### config.mk
export PLATFORM = sky130hd
export DESIGN_NAME = mem_arbiter
export DESIGN_NICKNAME = d
export VERILOG_FILES = /design/src/rtl/mem_arbiter.sv
export SDC_FILE = /design/constraint.sdc
export NUM_CORES = 1
export LEC_CHECK = 0
export ABC_AREA = 1
export BUFFER_PORTS_ARGS = -buffer_cell sky130_fd_sc_hd__buf_2
export CORE_MARGIN = 2
export CORE_UTILIZATION = 46
export CTS_CLUSTER_DIAMETER = 60
export DETAILED_ROUTE_END_ITERATION = 7
export GPL_TIMING_DRIVEN = 1
export PLACE_DENSITY = 0.77
export SYNTH_ARGS = -nofsm -noshare
export SYNTH_HDL_FRONTEND = slang
export SYNTH_SLANG_ARGS = --single-unit
### constraint.sdc
create_clock -name CLOCK_50 -period 1.65 [get_ports CLOCK_50]
set_input_delay 0.0825 -clock CLOCK_50 [delete_from_list [all_inputs] [get_ports CLOCK_50]]
set_output_delay 0.0825 -clock CLOCK_50 [all_outputs]
set_load 0.01 [all_outputs]
### src/rtl/mem_arbiter.sv
`default_nettype none
// ============================================================================
// Module   : mem_arbiter
// Purpose  : Sequencer and two-way round-robin arbiter for the single-port
//            program/data RAM shared by the CPU control path and the
//            switch-driven program loader. One requester is granted at a
//            time; the granted access is driven onto the RAM port, the read
//            latency is waited out, and completion is signalled by a
//            one-cycle acknowledge to the owner.
//
// Ports    : CLOCK_50                      - sole clock, rising edge
//            reset                         - synchronous, active-low
//            cpu_req/we/addr/wdata         - CPU request (held until ack)
//            cpu_ack, cpu_rdata            - CPU completion pulse / read data
//            ld_req/we/addr/wdata          - loader request (same meaning)
//            ld_ack, ld_rdata              - loader completion / read data
//            ld_lock                       - loader exclusive, CPU not granted
//            mem_addr/we/wdata, mem_rdata  - RAM port
//            busy                          - transaction in progress
//            owner                         - 0 = CPU, 1 = loader
//
// Revision : 1.0 - initial release
// ============================================================================
module mem_arbiter #(
    parameter int AW     = 5,
    parameter int DW     = 8,
    parameter int RD_LAT = 1
) (
    input  logic          CLOCK_50,
    input  logic          reset,

    input  logic          cpu_req,
    input  logic          cpu_we,
    input  logic [AW-1:0] cpu_addr,
    input  logic [DW-1:0] cpu_wdata,
    output logic          cpu_ack,
    output logic [DW-1:0] cpu_rdata,

    input  logic          ld_req,
    input  logic          ld_we,
    input  logic [AW-1:0] ld_addr,
    input  logic [DW-1:0] ld_wdata,
    output logic          ld_ack,
    output logic [DW-1:0] ld_rdata,
    input  logic          ld_lock,

    output logic [AW-1:0] mem_addr,
    output logic          mem_we,
    output logic [DW-1:0] mem_wdata,
    input  logic [DW-1:0] mem_rdata,

    output logic          busy,
    output logic          owner
);

    // Counter wide enough to hold RD_LAT itself.
    localparam int unsigned           c_cnt_w   = $clog2(RD_LAT + 1);
    localparam logic [c_cnt_w-1:0]    c_rd_lat  = c_cnt_w'(RD_LAT);
    localparam logic [c_cnt_w-1:0]    c_cnt_one = c_cnt_w'(1);

    typedef enum logic [1:0] {
        S_IDLE  = 2'd0,
        S_ISSUE = 2'd1,
        S_WAIT  = 2'd2,
        S_ACK   = 2'd3
    } state_t;

    state_t               state_q,     state_d;
    logic                 owner_q,     owner_d;
    logic                 we_q,        we_d;
    logic [AW-1:0]        addr_q,      addr_d;
    logic [DW-1:0]        wdata_q,     wdata_d;
    logic                 last_q,      last_d;
    logic [c_cnt_w-1:0]   cnt_q,       cnt_d;
    logic [DW-1:0]        cpu_rdata_q, cpu_rdata_d;
    logic [DW-1:0]        ld_rdata_q,  ld_rdata_d;

    logic                 w_cpu_elig;
    logic                 w_ld_elig;
    logic                 w_grant_ld;
    logic                 w_last_wait;

    // ------------------------------------------------------------------
    // Arbitration. ld_lock removes the CPU from contention; on a tie the
    // requester not served last wins (last = 1 means loader went last, so
    // the CPU gets the grant).
    // ------------------------------------------------------------------
    assign w_cpu_elig  = cpu_req & ~ld_lock;
    assign w_ld_elig   = ld_req;
    assign w_grant_ld  = (w_cpu_elig & w_ld_elig) ? ~last_q : w_ld_elig;
    assign w_last_wait = (cnt_q == c_cnt_one);

    // ------------------------------------------------------------------
    // State and datapath registers
    // ------------------------------------------------------------------
    always_ff @(posedge CLOCK_50) begin
        if (!reset) begin
            state_q     <= S_IDLE;
            owner_q     <= 1'b0;
            we_q        <= 1'b0;
            addr_q      <= '0;
            wdata_q     <= '0;
            last_q      <= 1'b1;
            cnt_q       <= '0;
            cpu_rdata_q <= '0;
            ld_rdata_q  <= '0;
        end else begin
            state_q     <= state_d;
            owner_q     <= owner_d;
            we_q        <= we_d;
            addr_q      <= addr_d;
            wdata_q     <= wdata_d;
            last_q      <= last_d;
            cnt_q       <= cnt_d;
            cpu_rdata_q <= cpu_rdata_d;
            ld_rdata_q  <= ld_rdata_d;
        end
    end

    // ------------------------------------------------------------------
    // Next-state logic
    // ------------------------------------------------------------------
    always_comb begin
        state_d     = state_q;
        owner_d     = owner_q;
        we_d        = we_q;
        addr_d      = addr_q;
        wdata_d     = wdata_q;
        last_d      = last_q;
        cnt_d       = cnt_q;
        cpu_rdata_d = cpu_rdata_q;
        ld_rdata_d  = ld_rdata_q;

        unique case (state_q)
            S_IDLE: begin
                // Requests are only looked at here; the winner's command
                // is latched so later input changes cannot disturb it.
                if (w_cpu_elig | w_ld_elig) begin
                    owner_d = w_grant_ld;
                    if (w_grant_ld) begin
                        we_d    = ld_we;
                        addr_d  = ld_addr;
                        wdata_d = ld_wdata;
                    end else begin
                        we_d    = cpu_we;
                        addr_d  = cpu_addr;
                        wdata_d = cpu_wdata;
                    end
                    state_d = S_ISSUE;
                end
            end

            S_ISSUE: begin
                if (we_q) begin
                    state_d = S_ACK;
                end else begin
                    cnt_d   = c_rd_lat;
                    state_d = S_WAIT;
                end
            end

            S_WAIT: begin
                if (w_last_wait) begin
                    // RAM data is valid in the final WAIT cycle; only the
                    // owner's rdata register is updated.
                    if (owner_q) begin
                        ld_rdata_d  = mem_rdata;
                    end else begin
                        cpu_rdata_d = mem_rdata;
                    end
                    state_d = S_ACK;
                end else begin
                    cnt_d = cnt_q - c_cnt_one;
                end
            end

            S_ACK: begin
                last_d  = owner_q;
                state_d = S_IDLE;
            end

            default: begin
                state_d = S_IDLE;
            end
        endcase
    end

    // ------------------------------------------------------------------
    // Outputs: decoded from registered state only, so no request input
    // reaches an output combinationally.
    // ------------------------------------------------------------------
    assign mem_addr  = addr_q;
    assign mem_wdata = wdata_q;
    assign mem_we    = (state_q == S_ISSUE) & we_q;
    assign cpu_ack   = (state_q == S_ACK) & ~owner_q;
    assign ld_ack    = (state_q == S_ACK) &  owner_q;
    assign cpu_rdata = cpu_rdata_q;
    assign ld_rdata  = ld_rdata_q;
    assign busy      = (state_q != S_IDLE);
    assign owner     = owner_q;

endmodule
`default_nettype wire
Word-level counts from Yosys, hierarchy flattened
Index checks and enable logic that the tools add are counted.
{"block": "word_totals", "reg_bits": 35, "latchBits": 0, "ram_bits": 0, "romBits": 0, "inputBits": 41, "word_cells": 44, "mem_count": 0}
{"block": "classes", "addsub": 1, "mul": 0, "div": 0, "n_lt_le_gt_ge": 0, "eq_ne": 6, "n_shift": 0, "muxes": 11, "n_bitwise": 9, "n_reduce_logical": 8}
{"operator": "$mux 8", "count": 1}
{"operator": "$pmux 2 s4", "count": 1}
{"operator": "$ne 2x2->1 const B", "count": 3}
{"operator": "$reduce_and 2->1", "count": 3}
{"operator": "$reduce_and 3->1", "count": 2}
{"operator": "$and 1x1->1", "count": 5}
{"operator": "$mux 1", "count": 5}
{"operator": "$mux 5", "count": 1}
{"operator": "$eq 2x2->1 const B", "count": 2}
{"operator": "$mux 2", "count": 2}
{"operator": "$reduce_bool 2->1", "count": 2}
{"operator": "$not 1->1", "count": 3}
{"operator": "$eq 2x1->1 const B", "count": 1}
{"operator": "$logic_not 2->1", "count": 1}
{"operator": "$pmux 1 s2", "count": 1}
{"operator": "$or 1x1->1", "count": 1}
{"operator": "$sub 1x1->1 const B", "count": 1}

Longest topological paths before layout
Gate-level depths: netlist (run 1).
{"block": "logic_depth", "ltp_word": 5, "depth_mapped": 9, "depth_no_buf": 8}

Least setup slack after synthesis (run 1)
Ideal clock, no wire load.
{"block": "synth_timing", "path_kind": "reg2reg", "from": "register state_q[0]", "to": "register cpu_rdata_q[0] (netlist: cpu_rdata[0])", "arrival_time_ns": 1.104, "t_required_ns": 1.534, "slack_ns": 0.430, "stages_incl_launch_ff": 8, "n_path_buf": 0, "synth_period_minus_slack_ns": 1.220, "cell_sequence": "dfxtp_1 > inv_1 > ha_1 > nand2_1 > nor2_4 > inv_1 > nor2_1 > nor2_1"}
{"block": "synth_via", "elab_chain_cells": 2}
{"element": "start, declared", "line_no": "68", "text": "state_t state_q, state_d;"}
{"element": "start signal, assigned", "line_no": "108", "text": "state_q <= state_d;"}
{"element": "$eq 2x2->1", "line_no": "134", "text": "unique case (state_q)"}
{"element": "$reduce_and 3->1 (no source line)"}
{"element": "end signal, assigned", "line_no": "115", "text": "cpu_rdata_q <= cpu_rdata_d;"}
{"element": "end, declared", "line_no": "75", "text": "logic [DW-1:0] cpu_rdata_q, cpu_rdata_d;"}
No other way between the ends.
A chain may end at the register's enable or synchronous reset.

Worst setup path in the final report (run 1)
{"block": "layout_timing", "from": "register state_q[0]", "to": "register cpu_rdata_q[1] (netlist: cpu_rdata[1])"}
The elaborated chain is that of the path after synthesis.

==> flow_metrics.tcl, run 1 <==
set metrics [dict create \
    status "finished, final reports clean" \
    root_buffer "clkbuf_4" \
    io_pins 75 \
    netSwitchingFraction_pct 39.29 \
    power_frac_comb_pct 38.7 \
    gp_congestion 0.7870 \
    dieWidth_um 64.06 \
    diodes 0 \
    detail-route-antenna-nets 0 \
    cts_tree "yes" \
    dpl.cell_count 348 \
    power_frac_seq_pct 43.8 \
    post_cts_buffers 0 \
    grt.total_usage_pct 19.02 \
    cp.required_ns 1.90 \
    grt_first_pass_wirelength_um 6154 \
    syn_inst 236 \
    hp-class "input port to flip-flop" \
    setup_viol 0 \
    post-route-cell-area_sq_um 2157 \
    firstDrtPassIters 4 \
    antenna_found_initial 0 \
    dr.first_iter.drc_count 66 \
    synth-xor-area-share_pct 0 \
    fin_cells 364 \
    initial_core_util_pct 48.95 \
    routedWlPerCell_um 10.25 \
    yosysWarnings 0 \
    synth_top_area_cell "dfxtp_1" \
    routed_wl_um 3732 \
    synthAdderAreaFrac_pct 3.017 \
    synth.top_cell.area_share_pct 42.23 \
    die_y_um 64.06 \
    htree_levels 2 \
    power_density_nw_per_um2 1229 \
    path_class "flip-flop to flip-flop" \
    cts_sinks 35 \
    regToRegSetupSlack_ns 0.20 \
    period_share_pct 88.13 \
    utilization_pct 63.64 \
    slew-limit-headroom_pct 70.66 \
    max_freq_mhz 687.7 \
    cp_top_family "simple AND/OR/NAND/NOR gates" \
    synth_seq_area_share_pct 42.23 \
    skew_ns 0.006474 \
    hold_slack_ns 0.01656 \
    r2r-end "cpu_rdata[1]" \
    clock_latency_ns 0.34 \
    max_stage_delay_ns 0.36 \
    synth_compound_area_share_pct 12.97 \
    synthMuxAreaShare_pct 0 \
    crit_buf_inv 2 \
    fin_tns_setup_ns 0 \
    netlist_area_sq_um 1659 \
    syn_to_final_growth_pct 30.02 \
    synth_nets 281 \
    power_frac_clock_pct 17.5 \
    path_clk_slew_ns 0.11 \
    cts-resized-gates 0 \
    hold_viol 0 \
    synthArstFlopShare_pct 0 \
    min_period_ns 1.454 \
    ys_top_cells_by_count "45 x inv_1, 40 x nand2_1, 35 x dfxtp_1, 35 x nand3_1, 26 x a21oi_1" \
    worst_pin_slew_ns 0.4390 \
    ir_drop_uv 761.1 \
    rsz0062_at_grt "no" \
    cts_buffer_depth 2 \
    syn-mean-instance-area_sq_um 7.030 \
    crit_path_max_fanout 9 \
    yosys.area_share.simple_pct 26.40 \
    synth_seq_cells 35 \
    drv_cap 0 \
    crit_start "state_q[0]" \
    reg2reg_depth 7 \
    crit_cells 7 \
    cts_buffers 5 \
    grt_pass1_vias 1471 \
    synth_top_family_by_area "simple AND/OR/NAND/NOR gates" \
    synth_edf_count 0 \
    startpoint_type "flip-flop" \
    yosys-top-cells-area "dfxtp_1 42%, nand3_1 11%, inv_1 10%, nand2_1 9.0%, a21oi_1 7.8%" \
    p_leak_uw 0.001193 \
    p_int_uw 1610 \
    n_fill_cell 310 \
    drive_gt1_share_pct 28.62 \
    nets 362 \
    crit_path_end "cpu_rdata[1]" \
    grt_overflow 0 \
    worstPathCellList "inv_1 > ha_1 > nand2_1 > nor2_4 > inv_1 > nor2_1 > nor2_1" \
    r2r-start "state_q[0]" \
    synth_ff_type "dfxtp_1" \
    synth_cell_types 16 \
    finalMaxSlewViolations 0 \
    rows 21 \
    via_per_inst 4.618 \
    grt_max_degree 19 \
    die_area_sq_um 4103 \
    vias 1681 \
    portBuffers 74 \
    crit_path_top_delay_cell "dfxtp_1" \
    cp_data_arrival_time_ns 1.70 \
    dp_hpwl_um 2793 \
    p_switching_uw 1042 \
    placed_cell_area_sq_um 2019 \
    cts_hold_buf 8 \
    synth.most_common_cell "inv_1" \
    core_area_sq_um 3390 \
    drc 0 \
    crit_path_end_kind "flip-flop" \
]
worst min path at each step:
stage | start | to | cells after the start
6_report | cpu_addr[3] | mem_addr[3] | 5
5_1_grt | cpu_addr[1] | mem_addr[1] | 5
4_1_cts | cpu_wdata[0] | mem_wdata[0] | 5
3_5_place_dp | mem_rdata[2] | cpu_rdata[2] | 3
3_3_place_gp | mem_rdata[2] | cpu_rdata[2] | 3
2_1_floorplan | mem_rdata[0] | cpu_rdata[0] | 2
kinds of logic (layout without fill, tap and decap cells):
| group | after synthesis | count (layout) |
|---|---|---|
| AOI/OAI and AO/OA | 43 | 43 |
| and+or+nand+nor | 97 | 97 |
| adders and majority gates | 4 | 4 |
| DFF | 35 | 35 |
| buffers and inverters | 57 | 139 |
per-stage QoR:
stage	power [uW]	worst slack [ns]
6_report	2652	0.1959
4_1_cts	2678	0.1731
3_5_place_dp	2196	0.1834
3_3_place_gp	2174	0.2567
5_1_grt	2870	0.01629
2_1_floorplan	1904	0.4300
power groups by stage:
stage / combinational [uW] / sequential [uW] / clock [uW]
finish: 1030 / 1160 / 465
global route: 1160 / 1190 / 516
CTS: 1030 / 1160 / 481
detailed placement: 1020 / 1180 / 0
global placement: 994 / 1180 / 0
floorplan: 671 / 1230 / 0
flip-flops by register name, indices dropped and copies added (netlist names):
name       count
last_q         1
we_q           1
mem_wdata      8
mem_addr       5
owner          1
cpu_rdata      8
ld_rdata       8
state_q        2
cnt_q          1
final cells by class:
cell class                      count  area (sq um)  share of cell area (%)
Inverter                           48         180.2                   8.353
Sequential cell                    35         700.7                   32.48
Timing Repair Buffer               83         457.9                   21.23
Clock buffer                        5         37.54                   1.740
Multi-Input combinational cell    144         703.2                   32.60
Clock inverter                      3         20.02                  0.9281
Tap cell                           46         57.56                   2.668
routing by layer:
layer	vias to the layer above	wire, um	track usage (%)	share of wire (%)
li1	897	-	-	-
met3	5	333	8.099	8.9
met4	0	46	5.978	1.2
met1	719	1642	22.75	44
met2	60	1709	30.73	46
met5	-	0	0	0
tightest hold or removal path: cells and delay by family:
family        cells  cell delay [ns]
simple gates      3             0.14
buf+inv           2             0.11
cell usage in the layout (no fill, tap or decap), drive strengths merged:
cell and instances:
nor2 18, dlygate4sd3 8, ha 4, nand3 37, clkinv 1, clkinvlp 2, a21oi 26, nand2 42
inv 48, dfxtp 35, o21ai 17, clkbuf 5, buf 75
Note: power is estimated with default switching activity, not from simulation.
==> run 2: changes to the inputs <==
--- a/config.mk
+++ b/config.mk
@@ -5,10 +5,9 @@
 export SDC_FILE = /design/constraint.sdc
 export NUM_CORES = 1
 export LEC_CHECK = 0
-export ABC_AREA = 1
 export BUFFER_PORTS_ARGS = -buffer_cell sky130_fd_sc_hd__buf_2
 export CORE_MARGIN = 2
-export CORE_UTILIZATION = 46
+export CORE_UTILIZATION = 45
 export CTS_CLUSTER_DIAMETER = 60
 export DETAILED_ROUTE_END_ITERATION = 7
 export GPL_TIMING_DRIVEN = 1
==> run 2 against run 1 <==
Effect of this change:
- routed wire length increased by 12%
- sequential cell count unchanged
- non-clock buffer count increased by 21
- first-iteration DRC count increased by 33%
- fmax decreased by 4.5%
- clock skew increased by 0.0092 ns
- design area increased by 5.7%
- die area decreased by 7.1%
- power increased by 3.1%
- global-route usage increased by 4.5 points
- critical path type unchanged
- largest cell class unchanged
- highest routed layer unchanged
==> flow_metrics.tcl, run 2 <==
set metrics [dict create \
    status "finished, final reports clean" \
    placed_cell_area_sq_um 1902 \
    yosys-top-cells-area "dfxtp_1 47%, mux2i_1 11%, nand2_1 7.5%, nor2b_1 7.1%, a31oi_1 6.3%" \
    io_pins 75 \
    yosysWarnings 0 \
    syn_inst 166 \
    synth_top_family_by_area "simple AND/OR/NAND/NOR gates" \
    cts_buffer_depth 2 \
    synthArstFlopShare_pct 0 \
    die_y_um 61.74 \
    grt.total_usage_pct 23.55 \
    via_per_inst 4.920 \
    grt_first_pass_wirelength_um 6389 \
    nets 314 \
    reg2reg_depth 7 \
    initial_core_util_pct 48.35 \
    r2r-end "mem_addr[0]" \
    r2r-start "state_q[0]" \
    detail-route-antenna-nets 0 \
    synthMuxAreaShare_pct 10.68 \
    cts_tree "yes" \
    synth_ff_type "dfxtp_1" \
    yosys.area_share.simple_pct 20.52 \
    portBuffers 74 \
    synth_seq_area_share_pct 46.71 \
    routedWlPerCell_um 13.30 \
    die_area_sq_um 3812 \
    grt_max_degree 37 \
    synthAdderAreaFrac_pct 3.336 \
    syn_to_final_growth_pct 52.04 \
    path_class "flip-flop to flip-flop" \
    period_share_pct 92.26 \
    antenna_found_initial 0 \
    dr.first_iter.drc_count 88 \
    finalMaxSlewViolations 0 \
    drv_cap 0 \
    n_fill_cell 240 \
    routed_wl_um 4175 \
    core_area_sq_um 3103 \
    root_buffer "clkbuf_4" \
    ys_top_cells_by_count "35 x dfxtp_1, 30 x nand2_1, 17 x nor2b_1" \
    synth_seq_cells 35 \
    hold_slack_ns 0.01541 \
    synth_edf_count 0 \
    cp.required_ns 1.92 \
    pre_cts_slack_ns 0.2026 \
    setup_viol 0 \
    crit_path_max_fanout 29 \
    diodes 0 \
    hp-class "input port to flip-flop" \
    p_leak_uw 0.001176 \
    synth.top_cell.area_share_pct 46.71 \
    min_period_ns 1.522 \
    htree_levels 2 \
    synth-xor-area-share_pct 0 \
    cp_data_arrival_time_ns 1.79 \
    finalWorstSetupSlack_ns 0.1277 \
    dp_hpwl_um 2336 \
    regToRegSetupSlack_ns 0.13 \
    slew-limit-headroom_pct 65.99 \
    synth_cell_types 24 \
    synth.most_common_cell "dfxtp_1" \
    min_to "cpu_rdata[7]" \
    drc 0 \
    netlist_area_sq_um 1500 \
    path_clk_slew_ns 0.11 \
    drive_gt1_share_pct 33.33 \
    fin_tns_setup_ns 0 \
    cts_sinks 35 \
    dieWidth_um 61.74 \
    ir_drop_uv 797.2 \
    gp_congestion 0.7018 \
    crit_path_end_kind "flip-flop" \
    hold_viol 0 \
    syn-mean-instance-area_sq_um 9.037 \
    startpoint_type "flip-flop" \
    rsz0062_at_grt "no" \
    synth_top_area_cell "dfxtp_1" \
    max_freq_mhz 656.9 \
    final_common_cell "buf_2" \
    grt_overflow 0 \
    skew_ns 0.01571 \
    grt_pass1_vias 1380 \
    post-route-cell-area_sq_um 2281 \
    clock_latency_ns 0.34 \
    firstDrtPassIters 4 \
    power_density_nw_per_um2 1198 \
    synth_nets 211 \
    rows 20 \
    worst_pin_slew_ns 0.5102 \
    hold_depth 3 \
    cts_buffers 5 \
    vias 1545 \
    final_cell_mix "74 x buf_2, 35 x dfxtp_1, 30 x nand2_1" \
    synth_compound_area_share_pct 14.35 \
    hp-start "mem_rdata[7]" \
]
[run 2: worst max-delay path by stage]
stage / start / end / slack, ns / depth (start not counted)
global placement: state_q[0] / owner / 0.25 / 7
finish: state_q[0] / mem_addr[0] / 0.13 / 7
detailed placement: state_q[0] / owner / 0.20 / 7
floorplan: state_q[0] / mem_addr[0] / 0.31 / 7
CTS: state_q[0] / owner / 0.18 / 7
global route: state_q[0] / mem_wdata[3] / 0.01 / 7
[run 2: worst max-delay path, stage by stage, from the launching register on]
cell and delay (ns):
dfxtp_1 0.34, inv_1 0.12, ha_2 0.22, inv_1 0.07, a21oi_2 0.16, buf_12 0.18, o21ai_0 0.12, a31oi_1 0.22
[run 2: what timing repair did]
item | 4_1_cts | 5_1_grt
resized for setup | 0 | 1
endpoints found under the hold margin | 14 | 2
buffers inserted | 0 | 0
hold buffers | 28 | 1
endpoints found under the setup margin | 0 | 2
[run 2: metrics by stage]
stage | total power, uW | cells | util (%)
after CTS | 2704 | 313 | 73.10
after detailed placement | 2018 | 277 | 61.29
after global placement | 1996 | 277 | 61.29
after global routing | 2918 | 314 | 73.51
after floorplan | 1701 | 166 | -
final | 2734 | 314 | 73.51
[run 2: final cells by class]
class	instances	area (sq um)	area share [%]
Inverter	6	22.52	0.9874
Clock inverter	2	35.03	1.536
Timing Repair Buffer	104	680.7	29.84
Clock buffer	6	51.30	2.249
Multi-Input combinational cell	117	735.7	32.25
Sequential cell	35	700.7	30.72
Tap cell	44	55.05	2.414
[run 2: cells by family (layout without fill, tap and decap cells)]
group | Yosys count | in the layout
AND/OR/NAND/NOR | 60 | 60
AO/OA/AOI/OAI | 37 | 37
flip-flops | 35 | 35
multiplexers | 16 | 16
buffers and inverters | 14 | 118
adder cells (fa/ha/maj) | 4 | 4
[run 2: power by group]
group	switching [uW]	total [uW]	internal, uW
logic	533	973	441
registers	109	1120	1010
clock network	279	637	358
total	921	2730	1810
[run 2: per-layer routing]
layer / up-vias / GRT usage (%) / share of wire (%)
met1: 673 / 28.09 / 41
met4: 0 / 9.119 / 2.0
li1: 768 / - / -
met3: 11 / 9.731 / 11
met2: 93 / 37.89 / 46
met5: - / 0 / 0
==> run 3: changes to the inputs <==
==> constraint.sdc (replaced) <==
create_clock -name CLOCK_50 -period 1.65 [get_ports CLOCK_50]
set_input_delay 0.4125 -clock CLOCK_50 [delete_from_list [all_inputs] [get_ports CLOCK_50]]
set_output_delay 0.4125 -clock CLOCK_50 [all_outputs]
set_load 0.01 [all_outputs]
==> run 3 against run 2 <==
Effect of this change:
- routed wire length is 18% lower
- critical path type is now flip-flop to output pin
- critical endpoint is now mem_we
- cell count is 8.9% lower
- largest cell class unchanged
- first-iteration DRC count is 48% lower
- combinational power hardly changed
- core utilization is 9.1 points lower
- power is 6.8% lower
==> flow_metrics.tcl, run 3 (synthesized netlist as in run 2, its figures left out) <==
set metrics [dict create \
    grt_overflow 0 \
    path_clk_slew_ns 0.10 \
    htree_levels 2 \
    portBuffers 74 \
    busiest_layer "met2" \
    grt.total_usage_pct 19.07 \
    n_fill_cell 299 \
    met3_usage_pct 8.903 \
    power_frac_clock_pct 16.0 \
    netSwitchingFraction_pct 35.55 \
    max_freq_mhz 622.3 \
    cts_buffer_depth 2 \
    hp-start "cpu_addr[0]" \
    multiInputGateArea_sq_um 753.2 \
    p_leak_uw 0.001051 \
    r2r-end "state_q[0]" \
    final_common_cell "buf_2" \
    die_y_um 61.74 \
    routedWlPerCell_um 11.97 \
    dp_hpwl_um 2387 \
    root_buffer "clkbuf_4" \
    met1_usage_pct 21.01 \
    initial_core_util_pct 48.35 \
    drv_cap 0 \
    power_density_nw_per_um2 1274 \
    min_period_ns 1.607 \
    hold_depth 3 \
    gr-usage-met2_pct 31.58 \
    io_pins 75 \
    status "finished, final reports clean" \
    nets 288 \
    hp-class "input port to flip-flop" \
    cp.required_ns 1.24 \
    slew-limit-headroom_pct 67.82 \
    antenna_found_initial 0 \
    die_area_sq_um 3812 \
    period_share_pct 97.39 \
    crit_buf_inv 2 \
    utilization_pct 64.44 \
    cp_data_arrival_time_ns 1.19 \
    cts_buffers 5 \
    cp_top_family "flip-flops" \
    skew_ns 0.008389 \
    detail-route-antenna-nets 0 \
    p_switching_uw 905.5 \
    dpl.cell_count 277 \
    grt_max_degree 37 \
    routed_wl_um 3423 \
    regToRegSetupSlack_ns 0.06 \
    rsz0062_at_grt "yes" \
    cts_tree "yes" \
    dr.first_iter.drc_count 46 \
    min_to "mem_addr[0]" \
    firstDrtPassIters 8 \
    via_per_inst 4.871 \
    startpoint_type "flip-flop" \
    crit_path_end_kind "output pin" \
    hold_viol 0 \
    crit_path_max_fanout 4 \
    grt_pass1_vias 1212 \
    reg2reg_depth 7 \
    clock_latency_ns 0.33 \
    path_class "flip-flop to output pin" \
    drive_gt1_share_pct 40.50 \
    dieWidth_um 61.74 \
    fin_cells 286 \
    gp_congestion 0.7176 \
    setup_viol 0 \
    power_frac_comb_pct 39.3 \
    final_cell_mix "73 x buf_2, 33 x dfxtp_1, 30 x nand2_1" \
    rows 20 \
    vias 1393 \
    crit_cells 4 \
    syn_to_final_growth_pct 33.28 \
    power_uw 2547 \
    cts_sinks 35 \
    grt_first_pass_wirelength_um 5209 \
    worst_pin_slew_ns 0.4827 \
    finalMaxSlewViolations 0 \
    seqCellArea_sq_um 705.7 \
    worstPathCellList "inv_4 > ha_2 > and2_4 > buf_6" \
    crit_path_top_delay_cell "dfxtp_4" \
    r2r-start "state_q[1]" \
    p_int_uw 1641 \
    core_area_sq_um 3103 \
    drc 0 \
    ir_drop_uv 865.1 \
    max_stage_delay_ns 0.38 \
    power_frac_seq_pct 44.6 \
    diodes 0 \
]
run 3: metal layers:
layer | vias up | wire length (um)
li1 | 719 | -
met1 | 606 | 1388
met2 | 64 | 1660
met3 | 4 | 326
met4 | 0 | 47
met5 | - | 0
run 3: timing repair:
action / CTS / global route
resized for setup: 5 / 9
hold buffers: 0 / 0
buffers inserted: 1 / 2
setup endpoints to repair: 3 / 3
pin swaps: 1 / 2
run 3: worst max-delay path by stage:
stage,start,endpoint,slack [ns]
5_1_grt,state_q[1],cpu_rdata[2],-0.01
4_1_cts,state_q[0],busy,-0.007
2_1_floorplan,state_q[0],mem_addr[0],0.31
6_report,state_q[1],mem_we,0.04
3_5_place_dp,state_q[0],owner,0.18
3_3_place_gp,state_q[1],mem_we,0.24
run 3: tightest hold or removal path, stage by stage:
cell	delay [ns]
buf_2	0.10
nand2_1	0.04
a31oi_1	0.07
run 3: area by class of cell:
class | count | area share (%)
Multi-Input combinational cell | 117 | 37.67
Sequential cell | 35 | 35.29
Timing Repair Buffer | 78 | 20.96
Tap cell | 44 | 2.753
Clock buffer | 6 | 2.065
Inverter | 6 | 1.252
run 3: per-stage QoR:
| step | hold WS (ns) | worst slack [ns] | instance area [sq um] | setup TNS, ns |
|---|---|---|---|---|
| global route | 0.3173 | -0.01440 | 1999 | -0.03595 |
| detailed placement | 0.4634 | 0.1781 | 1902 | 0 |
| global placement | 0.4663 | 0.2361 | 1902 | 0 |
| finish | 0.3308 | 0.04303 | 1999 | 0 |
| floorplan | 0.4385 | 0.3133 | 1500 | 0 |
| CTS | 0.3194 | -0.007479 | 1961 | -0.007479 |
run 3: power groups by stage:
stage	Sequential (uW)	Combinational, uW	Clock [uW]
final	1140	1000	408
after global routing	1160	1100	455
after CTS	1120	927	412
after detailed placement	1130	895	0
after global placement	1130	868	0
after floorplan	1180	522	0
